$ cat src/rtl/reg_bank_pkg.sv
// reg_bank_pkg: shared types and helpers for the reg_bank register file.
// Holds the clear-sequencer state encoding and the init-vector slice helper.
package reg_bank_pkg;

   typedef enum logic [1:0] {
      IDLE  = 2'd0,
      CLEAR = 2'd1,
      DONE  = 2'd2
   } clr_state_e;

   // Upper bounds for the generic slice helper; INIT_VAL is zero-extended
   // to INIT_MAX_BITS and each slice is returned zero-extended to SLICE_MAX_W.
   localparam int unsigned SLICE_MAX_W   = 64;
   localparam int unsigned INIT_MAX_BITS = 4096;

   // Returns entry idx of a packed init vector whose entries are width bits.
   function automatic logic [SLICE_MAX_W-1:0] init_slice(
      input logic [INIT_MAX_BITS-1:0] init_val,
      input int unsigned              idx,
      input int unsigned              width
   );
      logic [INIT_MAX_BITS-1:0] shifted;
      logic [SLICE_MAX_W-1:0]   mask;
      shifted = init_val >> (idx * width);
      if (width >= SLICE_MAX_W)
         mask = '1;
      else
         mask = (SLICE_MAX_W'(1) << width) - SLICE_MAX_W'(1);
      return shifted[SLICE_MAX_W-1:0] & mask;
   endfunction

endpackage

$ cat src/rtl/reg_bank_clr_seq.sv
// reg_bank_clr_seq: clear sequencer for reg_bank.
// Walks a pointer over every entry (one per cycle) and reports busy/clr_done.
module reg_bank_clr_seq
   import reg_bank_pkg::*;
#(
   parameter int DEPTH = 8,
   parameter int AW    = $clog2(DEPTH)
) (
   input  logic          clk,
   input  logic          rst,
   input  logic          clr_req,
   output logic          busy,
   output logic          clr_done,
   output logic          clr_en,
   output logic [AW-1:0] clr_ptr
);

   clr_state_e    state_q, state_d;
   logic [AW-1:0] ptr_q, ptr_d;
   logic          busy_q, busy_d;
   logic          done_q, done_d;

   // State register: FSM state, pointer and the registered status outputs.
   always_ff @(posedge clk) begin
      if (!rst) begin
         state_q <= IDLE;
         ptr_q   <= '0;
         busy_q  <= 1'b0;
         done_q  <= 1'b0;
      end else begin
         state_q <= state_d;
         ptr_q   <= ptr_d;
         busy_q  <= busy_d;
         done_q  <= done_d;
      end
   end

   // Next-state logic: requests arriving outside IDLE are ignored, not queued.
   always_comb begin
      state_d = state_q;
      ptr_d   = ptr_q;
      case (state_q)
         IDLE: begin
            ptr_d = '0;
            if (clr_req) state_d = CLEAR;
         end
         CLEAR: begin
            if (ptr_q == AW'(DEPTH - 1)) begin
               ptr_d   = '0;
               state_d = DONE;
            end else begin
               ptr_d = ptr_q + AW'(1);
            end
         end
         DONE: begin
            state_d = IDLE;
         end
         default: begin
            state_d = IDLE;
            ptr_d   = '0;
         end
      endcase
   end

   // Output logic: status is decoded from the next state so it lands in a flop.
   always_comb begin
      busy_d = (state_d != IDLE);
      done_d = (state_d == DONE);
   end

   assign busy     = busy_q;
   assign clr_done = done_q;
   assign clr_en   = (state_q == CLEAR);
   assign clr_ptr  = ptr_q;

endmodule

$ cat src/rtl/reg_bank.sv
// reg_bank: DEPTH x WIDTH register bank, one write port, two registered read
// ports with write-first bypass, and a sequenced clear back to INIT_VAL.
// Optional macro REG_BANK_ZERO_REG_EN hardwires entry 0 to zero.
module reg_bank
   import reg_bank_pkg::*;
#(
   parameter int                     WIDTH    = 8,
   parameter int                     DEPTH    = 8,
   parameter logic [DEPTH*WIDTH-1:0] INIT_VAL = '0,
   localparam int                    AW       = $clog2(DEPTH)
) (
   input  logic             clk,
   input  logic             rst,
   input  logic             we,
   input  logic [AW-1:0]    waddr,
   input  logic [WIDTH-1:0] wdata,
   input  logic [AW-1:0]    raddr_a,
   output logic [WIDTH-1:0] rdata_a,
   input  logic [AW-1:0]    raddr_b,
   output logic [WIDTH-1:0] rdata_b,
   input  logic             clr_req,
   output logic             busy,
   output logic             clr_done
);

`ifdef REG_BANK_ZERO_REG_EN
   localparam bit ZERO_REG = 1'b1;
`else
   localparam bit ZERO_REG = 1'b0;
`endif

   logic [WIDTH-1:0]       mem_q [DEPTH];
   logic [WIDTH-1:0]       mem_d [DEPTH];
   logic [WIDTH-1:0]       init_arr [DEPTH];
   logic [SLICE_MAX_W-1:0] init_full [DEPTH];
   logic                   clr_en;
   logic [AW-1:0]          clr_ptr;
   logic                   wr_ok;

   // Per-entry init values; entry 0 is forced to zero when it is hardwired.
   for (genvar g = 0; g < DEPTH; g++) begin : g_init
      assign init_full[g] = init_slice(INIT_MAX_BITS'(INIT_VAL), g, WIDTH);
      assign init_arr[g]  = (ZERO_REG && g == 0) ? '0 : init_full[g][WIDTH-1:0];
   end

   reg_bank_clr_seq #(
      .DEPTH (DEPTH),
      .AW    (AW)
   ) u_clr_seq (
      .clk      (clk),
      .rst      (rst),
      .clr_req  (clr_req),
      .busy     (busy),
      .clr_done (clr_done),
      .clr_en   (clr_en),
      .clr_ptr  (clr_ptr)
   );

   // Writes are dropped while the clear engine owns the array.
   assign wr_ok = we && !busy && (32'(waddr) < DEPTH)
                  && !(ZERO_REG && (waddr == '0));

   // Next array contents: accepted write, or the entry under the clear pointer.
   always_comb begin
      for (int i = 0; i < DEPTH; i++) mem_d[i] = mem_q[i];
      if (wr_ok)  mem_d[waddr]   = wdata;
      if (clr_en) mem_d[clr_ptr] = init_arr[clr_ptr];
   end

   // Array storage; reset restores every entry to its init value.
   always_ff @(posedge clk) begin
      if (!rst) begin
         for (int i = 0; i < DEPTH; i++) mem_q[i] <= init_arr[i];
      end else begin
         for (int i = 0; i < DEPTH; i++) mem_q[i] <= mem_d[i];
      end
   end

   // Two identical registered read ports; bypass only applies to accepted writes.
   for (genvar p = 0; p < 2; p++) begin : g_rd
      logic [AW-1:0]    ra;
      logic [WIDTH-1:0] rd_d, rd_q;

      assign ra = (p == 0) ? raddr_a : raddr_b;

      // Select write data, array contents, or zero for invalid/hardwired addresses.
      always_comb begin
         rd_d = '0;
         if ((32'(ra) < DEPTH) && !(ZERO_REG && (ra == '0))) begin
            if (wr_ok && (waddr == ra)) rd_d = wdata;
            else                        rd_d = mem_q[ra];
         end
      end

      // Read data register.
      always_ff @(posedge clk) begin
         if (!rst) rd_q <= '0;
         else      rd_q <= rd_d;
      end
   end

   assign rdata_a = g_rd[0].rd_q;
   assign rdata_b = g_rd[1].rd_q;

endmodule

$ cat config.mk
export PLATFORM = sky130hd
export DESIGN_NAME = reg_bank
export DESIGN_NICKNAME = d
export VERILOG_FILES = /design/src/rtl/reg_bank_pkg.sv /design/src/rtl/reg_bank_clr_seq.sv /design/src/rtl/reg_bank.sv
export SDC_FILE = /design/constraint.sdc
export NUM_CORES = 1
export LEC_CHECK = 0
export CAP_MARGIN = 30
export CORE_AREA = 2 2 65 128
export CTS_BUF_LIST = sky130_fd_sc_hd__clkbuf_16
export CTS_CLUSTER_DIAMETER = 60
export DETAILED_ROUTE_END_ITERATION = 10
export DIE_AREA = 0 0 67 130
export PLACE_DENSITY = 0.89
export SYNTH_ARGS = -nofsm -noshare
export SYNTH_HDL_FRONTEND = slang
export SYNTH_SLANG_ARGS = --single-unit
$ cat constraint.sdc
create_clock -name clk -period 1.6 [get_ports clk]
set_input_delay 0.24 -clock clk [delete_from_list [all_inputs] [get_ports clk]]
set_output_delay 0.24 -clock clk [all_outputs]
set_load 0.05 [all_outputs]
==> summary.md <==
| Metric | Value |
|---|---|
| Clock Path Buffers | 2 |
| # setup viols final | 2 |
| CP Cell Sequence | nand3b_2 -> nor3b_2 -> buf_4 -> mux2i_1 -> nor2_1 |
| Core footprint | 0.00783 mm^2 |
| Hold Path Sink | u_clr_seq.state_q[0]$_SDFF_PN0_ |
| CTS HTree Levels | 3 |
| Clk root buf | clkbuf_16 |
| Crit. End Element | flip-flop |
| Power Dens Cells | 976 mW/mm^2 |
| Final Max Tran Viols | 0 |
| Finished Layout Cells | 561 |
| Vias in the first global route | 3589 |
| First-pass GRT wire length | 19.0 mm |
| Peak supply drop | 0.851 mV |
| Fin crit period | 1610 ps |
| Number of diodes | 0 |
| Reg2reg end | mem_q[6][7]$_SDFF_PN0_ |
| R2R Setup Slk | -6 ps |
| CTS tree | yes |
| Crit Path Class | reg2reg |
| Hold Startpoint | u_clr_seq.state_q[1]$_SDFF_PN0_ |
| GRT Total Usage | 30.8% |
| Vias | 3697 |
| Worst Hold Class | reg2reg |
| Top sig layer | met4 |
| Gate Count Post-Synth | 395 |
| Mapped Nets | 418 |
| Worst Max-Slew Pin Slew | 601 ps |
| GP Congestion | 0.882 |
| Met3 wire length | 1.26 mm |
| Critical Path RT | 1820 ps |
| Largest net degree at the start of global routing | 31 |
| Mapped Area | 0.00434 mm^2 |
| Die Ht | 130 um |
| Remaining Overflow, GRT | 0 |
| Netlist cell types | 34 |
| Ports | 39 |
| Placed Cells | 537 |
| Critical path's top delay family | simple AND/OR/NAND/NOR gates |
| Metal-1 WL | 4.34 mm |
| Final #Nets | 483 |
| Buffers on Ports | 38 |
| Net switching power | 1280 uW |
| DR DRC count | 0 |
| Most common cell after layout, fill and taps aside | dfxtp_1 |
| Clock sink count | 87 |
| Initial DRC count | 394 |
| Fillers | 549 |
| Seq pwr share | 42.5% |
| Layout cells sized above 1 | 25.8% |
| Reg2Reg Depth | 5 |
| Most frequent cells in the layout | 87 x dfxtp_1, 64 x mux2i_1, 59 x buf_4 |
| Register area share after synthesis | 40.1% |
| Routed length per instance | 23.7 um |
| DIE WIDTH | 67 um |
| Hold Fails Final Rpt | 0 |
| Total CTS buffers | 9 |
| Pre-CTS setup slack | -338 ps |
| Vias/cell | 6.59 |
| Arrival @ worst endpoint | 1830 ps |
| CP Buf/Inv Count | 1 |
| Initial core utilization | 55.5% |
| Post-detail-place hpwl | 8.39 mm |
| Setup TNS | -8.88 ps |
| Clk Latency, worst-skew pair | 350 ps |
| Initial antenna violation count | 0 |
| Slew margin rel. | 59.8% |
| Clock power frac | 45.4% |
| Switching share of power | 24.2% |
| Met2 WL | 6.58 mm |
| Combinational Power Share | 12.2% |
| Pre-antenna DRT Iters | 5 |
| Reg clk slew, reported paths | 70 ps |
| Crit path max fanout | 4 |
| Row count | 46 |
| Final ANT Viol Nets | 0 |
| #FFs+latches synth | 87 |
| Layout area overhead | 24.7% |
| Violated checks | negative setup slack |
| Max Freq | 0.623 GHz |
| Status | finished with violations |
| Max-cap violations | 0 |
| Die footprint | 0.00871 mm^2 |
| Crit path max-delay cell type | dfxtp_1 |
| Final wirelength | 13.3 mm |
| CP peak stage delay | 380 ps |
| Tcrit/Tclk final | 100% |
| RR Startpoint | u_clr_seq.busy$_SDFF_PN0_ |
| Pint | 4010 uW |
| Hold Crit Depth | 1 |
| Fin util | 69.2% |
| YS warnings | 0 |
| Worst setup SP type | flip-flop |
| Worst hold slack | 479 ps |
| Leak | 0.00228 uW |
| Clock skew | 8.58 ps |
| Final worst slack | -6.34 ps |
| Syn avg cell area | 11.0 um^2 |
cell families after synthesis:
group | Yosys count | share of synthesized area [%]
AOI/OAI and AO/OA | 67 | 8.30
xor gates and xnor gates | 6 | 1.21
adders and majority gates | 2 | 0.576
buffers and inverters | 34 | 5.82
DFF | 87 | 40.1
muxes | 97 | 32.8
and+or+nand+nor | 102 | 11.2
routing by layer:
metal	vias to the layer above	track usage, %
li1	1571	-
met1	1734	32.6
met2	291	51.3
met3	101	7.07
met4	0	23.5
met5	-	0
synth_stat cells (all sizes together):
library cell,n,share of area [%]
nand3,9,1.2
a22oi,1,0.17
ha,2,0.58
mux2i,65,15
inv,1,0.086
and2b,1,0.17
o21ai,30,3.5
nand2b,3,0.43
nor2b,5,0.72
xnor2,6,1.2
or2,1,0.14
o31ai,2,0.58
nand3b,3,0.69
a21oi,33,3.8
nand2,20,1.7
dfxtp,87,40
nand4,2,0.29
nor3b,5,1.1
nor2,50,4.4
mux4,32,18
and3,3,0.43
buf,30,5.5
clkbuf,3,0.26
a32oi,1,0.20
stage by stage:
step                      total power, uW  cell area (um^2)
final                                5290              5420
after global routing                 5410              5420
after CTS                            5230              5280
after detailed placement             2870              4930
after global placement               2850              4930
after floorplan                      2650              4340
power groups by stage:
stage                     Combinational (uW)  Clock, uW  Sequential (uW)
after global routing                     669       2500             2250
after detailed placement                 577          0             2290
after floorplan                          326          0             2330
after CTS                                589       2400             2240
final                                    643       2400             2240
after global placement                   560          0             2290
area by class of cell:
| cell class | instances | area, um^2 | area share (%) |
|---|---|---|---|
| Sequential cell | 87 | 1740 | 32.2 |
| Tap cell | 96 | 120 | 2.22 |
| Clock buffer | 9 | 225 | 4.16 |
| Inverter | 1 | 3.75 | 0.0693 |
| Timing Repair Buffer | 87 | 807 | 14.9 |
| Clock inverter | 7 | 113 | 2.08 |
| Multi-Input combinational cell | 274 | 2400 | 44.4 |
flip-flops by register name, summed over array words and instances (netlist names):
signal	cells
u_clr_seq.clr_ptr	3
u_clr_seq.busy	1
rdata_b	8
u_clr_seq.state_q	2
u_clr_seq.clr_done	1
rdata_a	8
mem_q	64
worst reg2reg max path: cells and delay by family, from the launching register on:
kind                   cells  cell delay [ps]
muxes                      1              250
and+or+nand+nor            3              660
DFF                        1              380
buffers and inverters      1              190
timing repair:
item,CTS,global route
setup buffers,0,7
gates resized for setup,3,15
endpoints found under the setup margin,32,30
endpoints found under the hold margin,0,0
pin swaps,0,1
hold buffers,0,0
cloned,0,1
worst max path at each step:
stage          depth (start not counted)  slack (ps)                       startpoint                      to
2_1_floorplan                          6           5        u_clr_seq.busy$_SDFF_PN0_  mem_q[3][0]$_SDFF_PN0_
3_3_place_gp                           5        -270                       raddr_a[1]   rdata_a[0]$_SDFF_PN0_
3_5_place_dp                           5        -340                       raddr_a[1]   rdata_a[4]$_SDFF_PN0_
4_1_cts                                4         -20  u_clr_seq.state_q[1]$_SDFF_PN0_  mem_q[6][4]$_SDFF_PN0_
5_1_grt                                5         -60        u_clr_seq.busy$_SDFF_PN0_  mem_q[6][5]$_SDFF_PN0_
6_report                               5          -6        u_clr_seq.busy$_SDFF_PN0_  mem_q[6][7]$_SDFF_PN0_
Power figures use the tool's default switching activity.
